--- src/rtl/uart_byte_rx_if.sv ---
// Signal bundle between the UART receive engine and its consumer: serial line,
// rate select, received byte and status.
`timescale 1ns/1ps
interface uart_byte_rx_if;
    logic [2:0] baud_set;
    logic       rs232_rx;
    logic [7:0] data_byte;
    logic       rx_done;
    logic       frame_err;
    logic       parity_err;
    logic       uart_state;

    // master: the receive engine; slave: the line driver / byte consumer
    modport master (
        input  baud_set, rs232_rx,
        output data_byte, rx_done, frame_err, parity_err, uart_state
    );
    modport slave (
        output baud_set, rs232_rx,
        input  data_byte, rx_done, frame_err, parity_err, uart_state
    );
endinterface

--- src/rtl/uart_byte_rx.sv ---
// UART receive engine: 16x oversampled 8N1 (8E1 with UART_RX_PARITY_EN defined) byte
// recovery with 2-of-3 majority sampling and a one-cycle rx_done strobe.
`timescale 1ns/1ps
module uart_byte_rx #(
    parameter int unsigned CLK_FREQ = 50_000_000
) (
    input  logic           clk,
    input  logic           rst_n,
    uart_byte_rx_if.master rx
);

    typedef enum logic [2:0] {
        StIdle,
        StStart,
        StData,
`ifdef UART_RX_PARITY_EN
        StParity,
`endif
        StStop
    } state_e;

`ifdef UART_RX_PARITY_EN
    localparam logic [3:0] StopIdx = 4'd10;
`else
    localparam logic [3:0] StopIdx = 4'd9;
`endif

    // Divider table is tuned for 50 MHz; other clocks scale it linearly.
    localparam int unsigned ClkScale = CLK_FREQ / 10_000;
    localparam logic [15:0] Dr9600   = 16'((324 * ClkScale) / 5_000);
    localparam logic [15:0] Dr19200  = 16'((162 * ClkScale) / 5_000);
    localparam logic [15:0] Dr38400  = 16'((80 * ClkScale) / 5_000);
    localparam logic [15:0] Dr57600  = 16'((53 * ClkScale) / 5_000);
    localparam logic [15:0] Dr115200 = 16'((26 * ClkScale) / 5_000);

    state_e      state_q, state_d;
    logic        rx_s1_q, rx_s2_q, rx_s3_q;
    logic        fall_edge;
    logic [2:0]  baud_q;
    logic [15:0] bps_dr;
    logic [15:0] div_cnt_q;
    logic        bps_clk;
    logic [7:0]  t_q;
    logic        tick_q;
    logic [1:0]  samp_q;
    logic        majority;
    logic        decide;
    logic [3:0]  bit_idx;
    logic [2:0]  data_idx;
    logic [7:0]  shift_q, shift_d;
    logic [7:0]  data_q, data_d;
    logic        frame_err_q, frame_err_d;
    logic        rx_done_q, rx_done_d;
`ifdef UART_RX_PARITY_EN
    logic        par_bit_q, par_bit_d;
    logic        parity_err_q, parity_err_d;
`endif

    assign fall_edge = rx_s3_q & ~rx_s2_q;

    always_ff @(posedge clk or negedge rst_n) begin
        if (!rst_n) begin
            rx_s1_q <= 1'b1;
            rx_s2_q <= 1'b1;
            rx_s3_q <= 1'b1;
        end else begin
            rx_s1_q <= rx.rs232_rx;
            rx_s2_q <= rx_s1_q;
            rx_s3_q <= rx_s2_q;
        end
    end

    always_comb begin
        case (baud_q)
            3'd1:    bps_dr = Dr19200;
            3'd2:    bps_dr = Dr38400;
            3'd3:    bps_dr = Dr57600;
            3'd4:    bps_dr = Dr115200;
            default: bps_dr = Dr9600;
        endcase
    end

    assign bps_clk = (state_q != StIdle) && (div_cnt_q == bps_dr);

    // tick_q marks the first cycle in which t_q holds a freshly reached tick number
    always_ff @(posedge clk or negedge rst_n) begin
        if (!rst_n) begin
            baud_q    <= 3'd0;
            div_cnt_q <= 16'd0;
            t_q       <= 8'd0;
            tick_q    <= 1'b0;
            samp_q    <= 2'b11;
        end else if (state_q == StIdle) begin
            div_cnt_q <= 16'd0;
            t_q       <= 8'd0;
            tick_q    <= 1'b0;
            if (fall_edge) begin
                baud_q <= rx.baud_set;
            end
        end else begin
            tick_q <= bps_clk;
            if (bps_clk) begin
                div_cnt_q <= 16'd0;
                t_q       <= t_q + 8'd1;
            end else begin
                div_cnt_q <= div_cnt_q + 16'd1;
            end
            if (tick_q && (t_q[3:0] == 4'd7 || t_q[3:0] == 4'd8)) begin
                samp_q <= {samp_q[0], rx_s2_q};
            end
        end
    end

    // Third sample is the live synchronized line at tick 16b+9
    assign majority = (samp_q[1] & samp_q[0]) | (samp_q[1] & rx_s2_q) | (samp_q[0] & rx_s2_q);
    assign decide   = tick_q && (t_q[3:0] == 4'd9);
    assign bit_idx  = t_q[7:4];
    assign data_idx = 3'(bit_idx - 4'd1);

    always_ff @(posedge clk or negedge rst_n) begin
        if (!rst_n) begin
            state_q      <= StIdle;
            shift_q      <= 8'h00;
            data_q       <= 8'h00;
            frame_err_q  <= 1'b0;
            rx_done_q    <= 1'b0;
`ifdef UART_RX_PARITY_EN
            par_bit_q    <= 1'b0;
            parity_err_q <= 1'b0;
`endif
        end else begin
            state_q      <= state_d;
            shift_q      <= shift_d;
            data_q       <= data_d;
            frame_err_q  <= frame_err_d;
            rx_done_q    <= rx_done_d;
`ifdef UART_RX_PARITY_EN
            par_bit_q    <= par_bit_d;
            parity_err_q <= parity_err_d;
`endif
        end
    end

    always_comb begin
        state_d      = state_q;
        shift_d      = shift_q;
        data_d       = data_q;
        frame_err_d  = frame_err_q;
        rx_done_d    = 1'b0;
`ifdef UART_RX_PARITY_EN
        par_bit_d    = par_bit_q;
        parity_err_d = parity_err_q;
`endif
        unique case (state_q)
            StIdle: begin
                if (fall_edge) state_d = StStart;
            end
            StStart: begin
                if (decide) state_d = majority ? StIdle : StData;
            end
            StData: begin
                if (decide) begin
                    shift_d[data_idx] = majority;
                    if (bit_idx == 4'd8) begin
`ifdef UART_RX_PARITY_EN
                        state_d = StParity;
`else
                        state_d = StStop;
`endif
                    end
                end
            end
`ifdef UART_RX_PARITY_EN
            StParity: begin
                if (decide) begin
                    par_bit_d = majority;
                    state_d   = StStop;
                end
            end
`endif
            StStop: begin
                if (decide && bit_idx == StopIdx) begin
                    data_d       = shift_q;
                    frame_err_d  = ~majority;
`ifdef UART_RX_PARITY_EN
                    parity_err_d = ^{shift_q, par_bit_q};
`endif
                    rx_done_d    = 1'b1;
                    state_d      = StIdle;
                end
            end
            default: state_d = StIdle;
        endcase
    end

    assign rx.data_byte  = data_q;
    assign rx.rx_done    = rx_done_q;
    assign rx.frame_err  = frame_err_q;
    assign rx.uart_state = (state_q != StIdle);
`ifdef UART_RX_PARITY_EN
    assign rx.parity_err = parity_err_q;
`else
    assign rx.parity_err = 1'b0;
`endif

endmodule

--- src/flat_wrapper.sv ---
// flat-port wrapper written by rule: the top's interface ports become plain ports
module uart_byte_rx_flat 
#(
    parameter int unsigned CLK_FREQ = 50_000_000
)
  (clk, rst_n, rx_baud_set, rx_rs232_rx, rx_data_byte, rx_rx_done, rx_frame_err, rx_parity_err, rx_uart_state);
  uart_byte_rx_if rx_i ();
  input  logic clk;
  input  logic rst_n;
  input wire logic [$bits(rx_i.baud_set)-1:0] rx_baud_set;
  input wire logic [$bits(rx_i.rs232_rx)-1:0] rx_rs232_rx;
  output wire logic [$bits(rx_i.data_byte)-1:0] rx_data_byte;
  output wire logic [$bits(rx_i.rx_done)-1:0] rx_rx_done;
  output wire logic [$bits(rx_i.frame_err)-1:0] rx_frame_err;
  output wire logic [$bits(rx_i.parity_err)-1:0] rx_parity_err;
  output wire logic [$bits(rx_i.uart_state)-1:0] rx_uart_state;
  assign rx_i.baud_set = rx_baud_set;
  assign rx_i.rs232_rx = rx_rs232_rx;
  assign rx_data_byte = rx_i.data_byte;
  assign rx_rx_done = rx_i.rx_done;
  assign rx_frame_err = rx_i.frame_err;
  assign rx_parity_err = rx_i.parity_err;
  assign rx_uart_state = rx_i.uart_state;
  uart_byte_rx #(.CLK_FREQ(CLK_FREQ)) u_core (.clk(clk), .rst_n(rst_n), .rx(rx_i));
endmodule
--- config.mk ---
export PLATFORM = sky130hd
export DESIGN_NAME = uart_byte_rx_flat
export DESIGN_NICKNAME = d
export VERILOG_FILES = /design/src/rtl/uart_byte_rx_if.sv /design/src/rtl/uart_byte_rx.sv /design/src/flat_wrapper.sv
export SDC_FILE = /design/constraint.sdc
export NUM_CORES = 1
export LEC_CHECK = 0
export CORE_ASPECT_RATIO = 0.75
export CORE_MARGIN = 4
export CORE_UTILIZATION = 35
export DETAILED_ROUTE_END_ITERATION = 8
export GPL_ROUTABILITY_DRIVEN = 0
export PLACE_DENSITY_LB_ADDON = 0.3
export SLEW_MARGIN = 0
export SYNTH_ARGS = -nofsm -noshare
export SYNTH_HDL_FRONTEND = slang
export SYNTH_SLANG_ARGS = --single-unit
--- constraint.sdc ---
create_clock -name clk -period 6.56 [get_ports clk]
set_clock_uncertainty 0.2 [all_clocks]
set_input_delay 0.984 -clock clk [delete_from_list [all_inputs] [get_ports clk]]
set_output_delay 0.984 -clock clk [all_outputs]
set_load 0.005 [all_outputs]
==> summary.md, run 1 <==
| Metric | Value |
|---|---|
| Period utilization | `roughly half` |
| Core Area | `7530 um2` |
| Post-CTS Setup Inserts | `0` |
| Clk slew on worst S/H paths | `0.09 ns` |
| Total CTS buffers | `5` |
| CTS tree | `built` |
| Place WS | `around 3.7 ns` |
| Cts hold-fix bufs | `0` |
| Root buf cell | `clkbuf_8` |
| P per Cell Area | `roughly 270 nW/um2` |
| Final worst path period need | `roughly 3.3 ns` |
| CP Data Arrival Time | `around 2.1 ns` |
| Post-route antenna net violation count | `0` |
| Worst Setup End Kind | `output port` |
| Row count | `27` |
| Unrepaired setup endpoints after global routing | `false` |
| Post-route setup TNS | `0 ns` |
| Worst path required time | `5.38 ns` |
| Status | `finished, final reports clean` |
| Ys flop type | `dfrtp_1` |
| Initial antenna violation count | `0` |
| First-pass GRT wire length | `around 9500 um` |
| CTS resizes | `0` |
| Die width | `111 um` |
| Worst-Skew Late Latency | `0.31 ns` |
| Syn Inst Count | `280` |
| EDFF count, synth | `0` |
| # IOs | `18` |
| Die footprint | `between 9000 and 10000 um2` |
| CTS Buffer Depth | `2` |
| Die Height | `approximately 85 um` |
| Setup ws final | `3.30 ns` |
| Drt pass-1 iters | `4` |
| Hold slack | `roughly 0.16 ns` |
| Final core utilization | `40.9%` |
| Max frequency | `slightly above 300 MHz` |
| Final-stage net count | `approximately 300` |
| Drt wl/cell | `13.8 um` |
| Final setup viols | `0` |
| Final hold vios | `0` |
| Synth async-reset ratio | `100%` |
| H-tree depth | `2` |
| Post-Route WL | `about 5400 um` |
| Measured slew at the worst slew-check pin | `around 0.76 ns` |
| Pwr Total | `around 0.83 mW` |
| Sequential share of the synthesized area | `a little under half` |
| Share of cells above drive strength 1 | `around an eighth` |
| Yosys Warn Count | `0` |
| Avg Inst Size Synth | `between 9 and 10 um2` |
| Critical Path Start Type | `register` |
| Initial DRC count | `129` |
| Synthesis-stage register bit count | `between 50 and 60` |
| Library cells used by synthesis | `52` |
| Commonest non-fill, non-tap cell in the layout | `dfrtp_1` |
| P&R area growth vs syn | `10.4%` |
| Grt ovf | `0` |
| Post-Synthesis Cell Area | `2790 um2` |
| Worst min path class | `reg -> reg` |
| Initial Util | `37.0%` |
| Setup CP Type | `reg -> out` |
| Synthesized net count | `293` |
| Max-capacitance violation count | `0` |
| N_diodes | `0` |
| Crit Path Max Fanout | `9` |
| Detailed Place HPWL | `around 3800 um` |
| DRC viols | `0` |
| Rel. slew slack | `between 40% and 50%` |
| Port Buffers | `16` |
| Vias in the first global route | `1948` |
| Vias/cell | `slightly above 5` |
| Most frequent cells in the layout | `48 x dfrtp_1, 41 x nand2_1, 28 x nor2_1, 15 x clkdlybuf4s50_1, 13 x mux2_2` |
| Pleak | `1.32 nW` |
| Clock sinks | `between 50 and 60` |
| Largest net degree at the start of global routing | `54` |
| Vias | `between 1500 and 2000` |
| Max Transition Viols Final | `0` |
| Total track usage | `between 10% and 20%` |
| VDD IR max | `between 0.1 and 0.15 mV` |
-- critical path, cell delays in order (launching register included) --
cell	delay [ns]
dfrtp_1	0.46
nor2_1	0.53
inv_1	0.27
clkdlybuf4s50_1	0.51
-- final timing paths --
kind,start,to,slack [ns],cells past startpoint
max in group asynchronous,rst_n,u_core.div_cnt_q[14],5.14,2
hold reg to reg,u_core.rx_s1_q,u_core.rx_s2_q,0.16,0
setup / recovery,u_core.state_q[1],rx_uart_state,3.30,3
hold / removal,u_core.rx_s1_q,u_core.rx_s2_q,0.16,0
min in group asynchronous,rst_n,u_core.rx.data_byte[7],0.59,2
setup reg to reg,u_core.baud_q[2],u_core.div_cnt_q[15],3.98,6
-- per-layer routing --
metal	up-vias	wire [um]	share of wire, %	GRT usage (%)
met5	-	0	0	0
met4	0	82	1.5	3.98
met3	7	288	5.3	3.14
met2	41	2180	40	17.1
met1	942	2860	53	18.4
li1	987	-	-	-
-- synthesized netlist by cell type (all sizes together) (2+ instances only) --
cell     instances  area (um2)
clkbuf           5        18.8
mux2i            2        20.0
and4             4        35.0
nand3           11        55.1
nor3             8        45.0
nor2            28         105
dfstp            5         131
nand2b           5        33.8
inv             12        45.0
ha               7        87.6
o31ai            6        45.0
a21oi            7        35.0
nand4            5        31.3
or3              3        18.8
dfrtp           48        1200
nor3b            2        31.3
o21ai            6        37.5
a2bb2oi          2        17.5
a211oi           2        20.0
o41ai            2        25.0
o22ai            2        12.5
and3             3        18.8
or4              6        45.0
o211ai           2        15.0
xnor2           11        96.3
xor2             9        78.8
nand2           41         154
mux2            13         146
buf              9        62.6
-- where the power goes --
part | leakage [nW] | switching, mW | total (mW) | internal [mW]
clock network | 0.0450 | 0.104 | 0.178 | 0.0742
registers | 0.706 | 0.0708 | 0.426 | 0.355
logic | 0.572 | 0.128 | 0.228 | 0.100
total | 1.32 | 0.303 | 0.833 | 0.530
-- final cells by class --
class / count / area (um2)
well taps: 101 / 126
inverters: 13 / 48.8
flip-flops and latches: 53 / 1330
fillers: 740 / 4450
multi-input cells: 200 / 1330
repair buffers: 17 / 163
clock inverters: 2 / 10.0
clock buffers: 6 / 72.6
-- kinds of logic after synthesis --
group           share of synthesized area [%]
flops                                    47.8
other cells                             0.134
buf+inv                                  4.67
fa+ha+maj                                3.50
simple gates                             22.0
mux                                      5.97
xor+xnor                                 6.28
compound gates                           9.65
-- state kept, by name, indices dropped and copies added (netlist names) --
name                 count
u_core.state_q           2
u_core.t_q               8
u_core.rx_s3_q           1
u_core.rx_s1_q           1
u_core.samp_q            2
u_core.rx.frame_err      1
u_core.rx.rx_done        1
u_core.rx.data_byte      8
u_core.tick_q            1
u_core.baud_q            3
u_core.div_cnt_q        16
u_core.shift_q           8
u_core.rx_s2_q           1
-- per-stage QoR --
stage	cell area [um2]	cells
3_3_place_gp	3000	384
5_1_grt	3080	392
4_1_cts	3080	392
2_1_floorplan	2790	280
6_report	3080	392
3_5_place_dp	3000	384
(Power assumes the default switching activity.)
==> run 2, diff against run 1 <==
clock period = 2.9 ns   (was 6.56 ns; I/O delays follow)
==> run 2 against run 1 <==
Net effect: clock power grew to 2.9 times the previous value; non-clock buffer count grew 3; utilization grew 0.95 points; register-to-register slack lost 3.6 ns; largest cell class unchanged.
==> summary.md, run 2 (synthesis results as in run 1) <==
| Metric | Value |
|---|---|
| DRC viols | `0` |
| Measured slew at the worst slew-check pin | `between 0.7 and 0.8 ns` |
| Dpl cells | `~390` |
| Largest net degree at the start of global routing | `28` |
| Row count | `27` |
| Die footprint | `~9500 um2` |
| Drt pass-1 iters | `4` |
| CTS Buffer Depth | `2` |
| Final hold vios | `0` |
| # IOs | `18` |
| Largest Register | `u_core.div_cnt_q` |
| Root buf cell | `clkbuf_8` |
| Commonest non-fill, non-tap cell in the layout | `dfrtp_1` |
| Cts hold-fix bufs | `1` |
| Setup CP Type | `reg -> reg` |
| Critical Path Start Type | `register` |
| Post-route antenna net violation count | `0` |
| Core Area | `7530 um2` |
| Final worst path period need | `2.51 ns` |
| Worst path required time | `~2.9 ns` |
| Pleak | `roughly 1.4 nW` |
| P&R area growth vs syn | `13.0%` |
| CTS tree | `built` |
| CP Data Arrival Time | `~2.5 ns` |
| Total track usage | `roughly an eighth` |
| Die Height | `approximately 85 um` |
| Status | `finished, final reports clean` |
| Post-CTS Setup Inserts | `0` |
| Crit Path Max Fanout | `18` |
| Critical R2R Launch | `u_core.baud_q[0]` |
| Vias/cell | `roughly 5` |
| H-tree depth | `2` |
| P per Cell Area | `about 640 nW/um2` |
| Unrepaired setup endpoints after global routing | `false` |
| Initial Util | `between 30% and 40%` |
| Total CTS buffers | `5` |
| Rel. slew slack | `48.5%` |
| First-pass GRT wire length | `approximately 10000 um` |
| Clock sinks | `53` |
| Vias in the first global route | `between 1500 and 2000` |
| Max-capacitance violation count | `0` |
| Max Transition Viols Final | `0` |
| Period utilization | `86.4%` |
| N_diodes | `0` |
| Initial DRC count | `roughly 180` |
| Final-stage net count | `between 300 and 400` |
| Worst min path class | `reg -> reg` |
| CP endpoint | `u_core.t_q[4]` |
| Share of cells above drive strength 1 | `between 10% and 20%` |
| Register-to-register setup slack | `between 0.3 and 0.4 ns` |
| Most frequent cells in the layout | `48 x dfrtp_1, 41 x nand2_1, 28 x nor2_1, 15 x clkdlybuf4s50_1, 13 x mux2_2` |
| Place WS | `~0.46 ns` |
| Max frequency | `399 MHz` |
| Fillers | `roughly 730` |
| Vias | `between 2000 and 2500` |
| Reg2reg end | `u_core.t_q[4]` |
| Port Buffers | `16` |
| Non-Filler Instances | `about 400` |
| Drt wl/cell | `around 14 um` |
| Clk slew on worst S/H paths | `0.09 ns` |
| R2R cell count | `6` |
| Worst-Skew Late Latency | `slightly above 0.3 ns` |
| Detailed Place HPWL | `between 3000 and 4000 um` |
| Final setup viols | `0` |
| Worst Setup End Kind | `register` |
| Post-route setup TNS | `0 ns` |
| Post-Route WL | `approximately 5500 um` |
| Grt ovf | `0` |
| Origin of the worst setup path | `u_core.baud_q[0]` |
| CTS resizes | `0` |
| Die width | `111 um` |
| Max reg flops | `16` |
| Initial antenna violation count | `0` |
| VDD IR max | `around 0.39 mV` |
| Setup ws final | `0.394 ns` |
-- run 2: area by class of cell --
cell class / instances / area (um2) / area share (%)
Clock buffer: 7 / 86.3 / 2.74
Clock inverter: 1 / 30.0 / 0.953
Inverter: 13 / 48.8 / 1.55
Multi-Input combinational cell: 200 / 1330 / 42.1
Sequential cell: 53 / 1330 / 42.3
Tap cell: 101 / 126 / 4.01
Timing Repair Buffer: 20 / 200 / 6.35
-- run 2: power by group --
| group | internal (mW) | total [mW] | switching [mW] | leakage (nW) |
|---|---|---|---|---|
| sequential | 0.804 | 0.967 | 0.163 | 0.706 |
| combinational | 0.236 | 0.530 | 0.294 | 0.591 |
| clock | 0.282 | 0.524 | 0.243 | 0.0585 |
| total | 1.32 | 2.02 | 0.700 | 1.36 |
-- run 2: worst min path at each step --
| stage | from | end | slack [ns] | cells past startpoint |
|---|---|---|---|---|
| after floorplan | rst_n | u_core.baud_q[0] | -0.06 | 0 |
| after global placement | u_core.rx_s1_q | u_core.rx_s2_q | 0.15 | 0 |
| after detailed placement | u_core.rx_s1_q | u_core.rx_s2_q | 0.15 | 0 |
| after CTS | u_core.rx_s1_q | u_core.rx_s2_q | 0.16 | 0 |
| after global routing | u_core.rx_s1_q | u_core.rx_s2_q | 0.16 | 0 |
| final | u_core.rx_s1_q | u_core.rx_s2_q | 0.16 | 0 |
-- run 2: critical path, stage by stage, from the launching register on --
cell and delay [ns]:
dfrtp_1 0.62, and3b_1 0.26, mux2i_1 0.09, o22ai_1 0.17
o221ai_2 0.33, or4_1 0.60, a21oi_1 0.16
-- run 2: metrics by stage --
step / power [mW] / utilization, % / hold WS (ns) / instance area (um2)
after floorplan: 1.42 / - / -0.0606 / 2790
after global placement: 1.49 / 40.1 / 0.148 / 3020
after detailed placement: 1.50 / 40.1 / 0.152 / 3020
after CTS: 2.04 / 41.8 / 0.162 / 3150
after global routing: 2.16 / 41.8 / 0.164 / 3150
final: 2.02 / 41.8 / 0.160 / 3150
-- run 2: per-layer routing --
metal  share of wire (%)  wire, um  global-route usage [%]
met1                  55      3050                    19.2
met3                 2.9       161                    2.99
met4                 1.6        87                    4.09
met2                  40      2200                    17.2
met5                   0         0                       0
==> run 3, diff against run 2 <==
TNS_END_PERCENT = 5   (was unset)
==> results of run 3 <==
No change in the layout: final DEF, timing and power equal those of run 2.
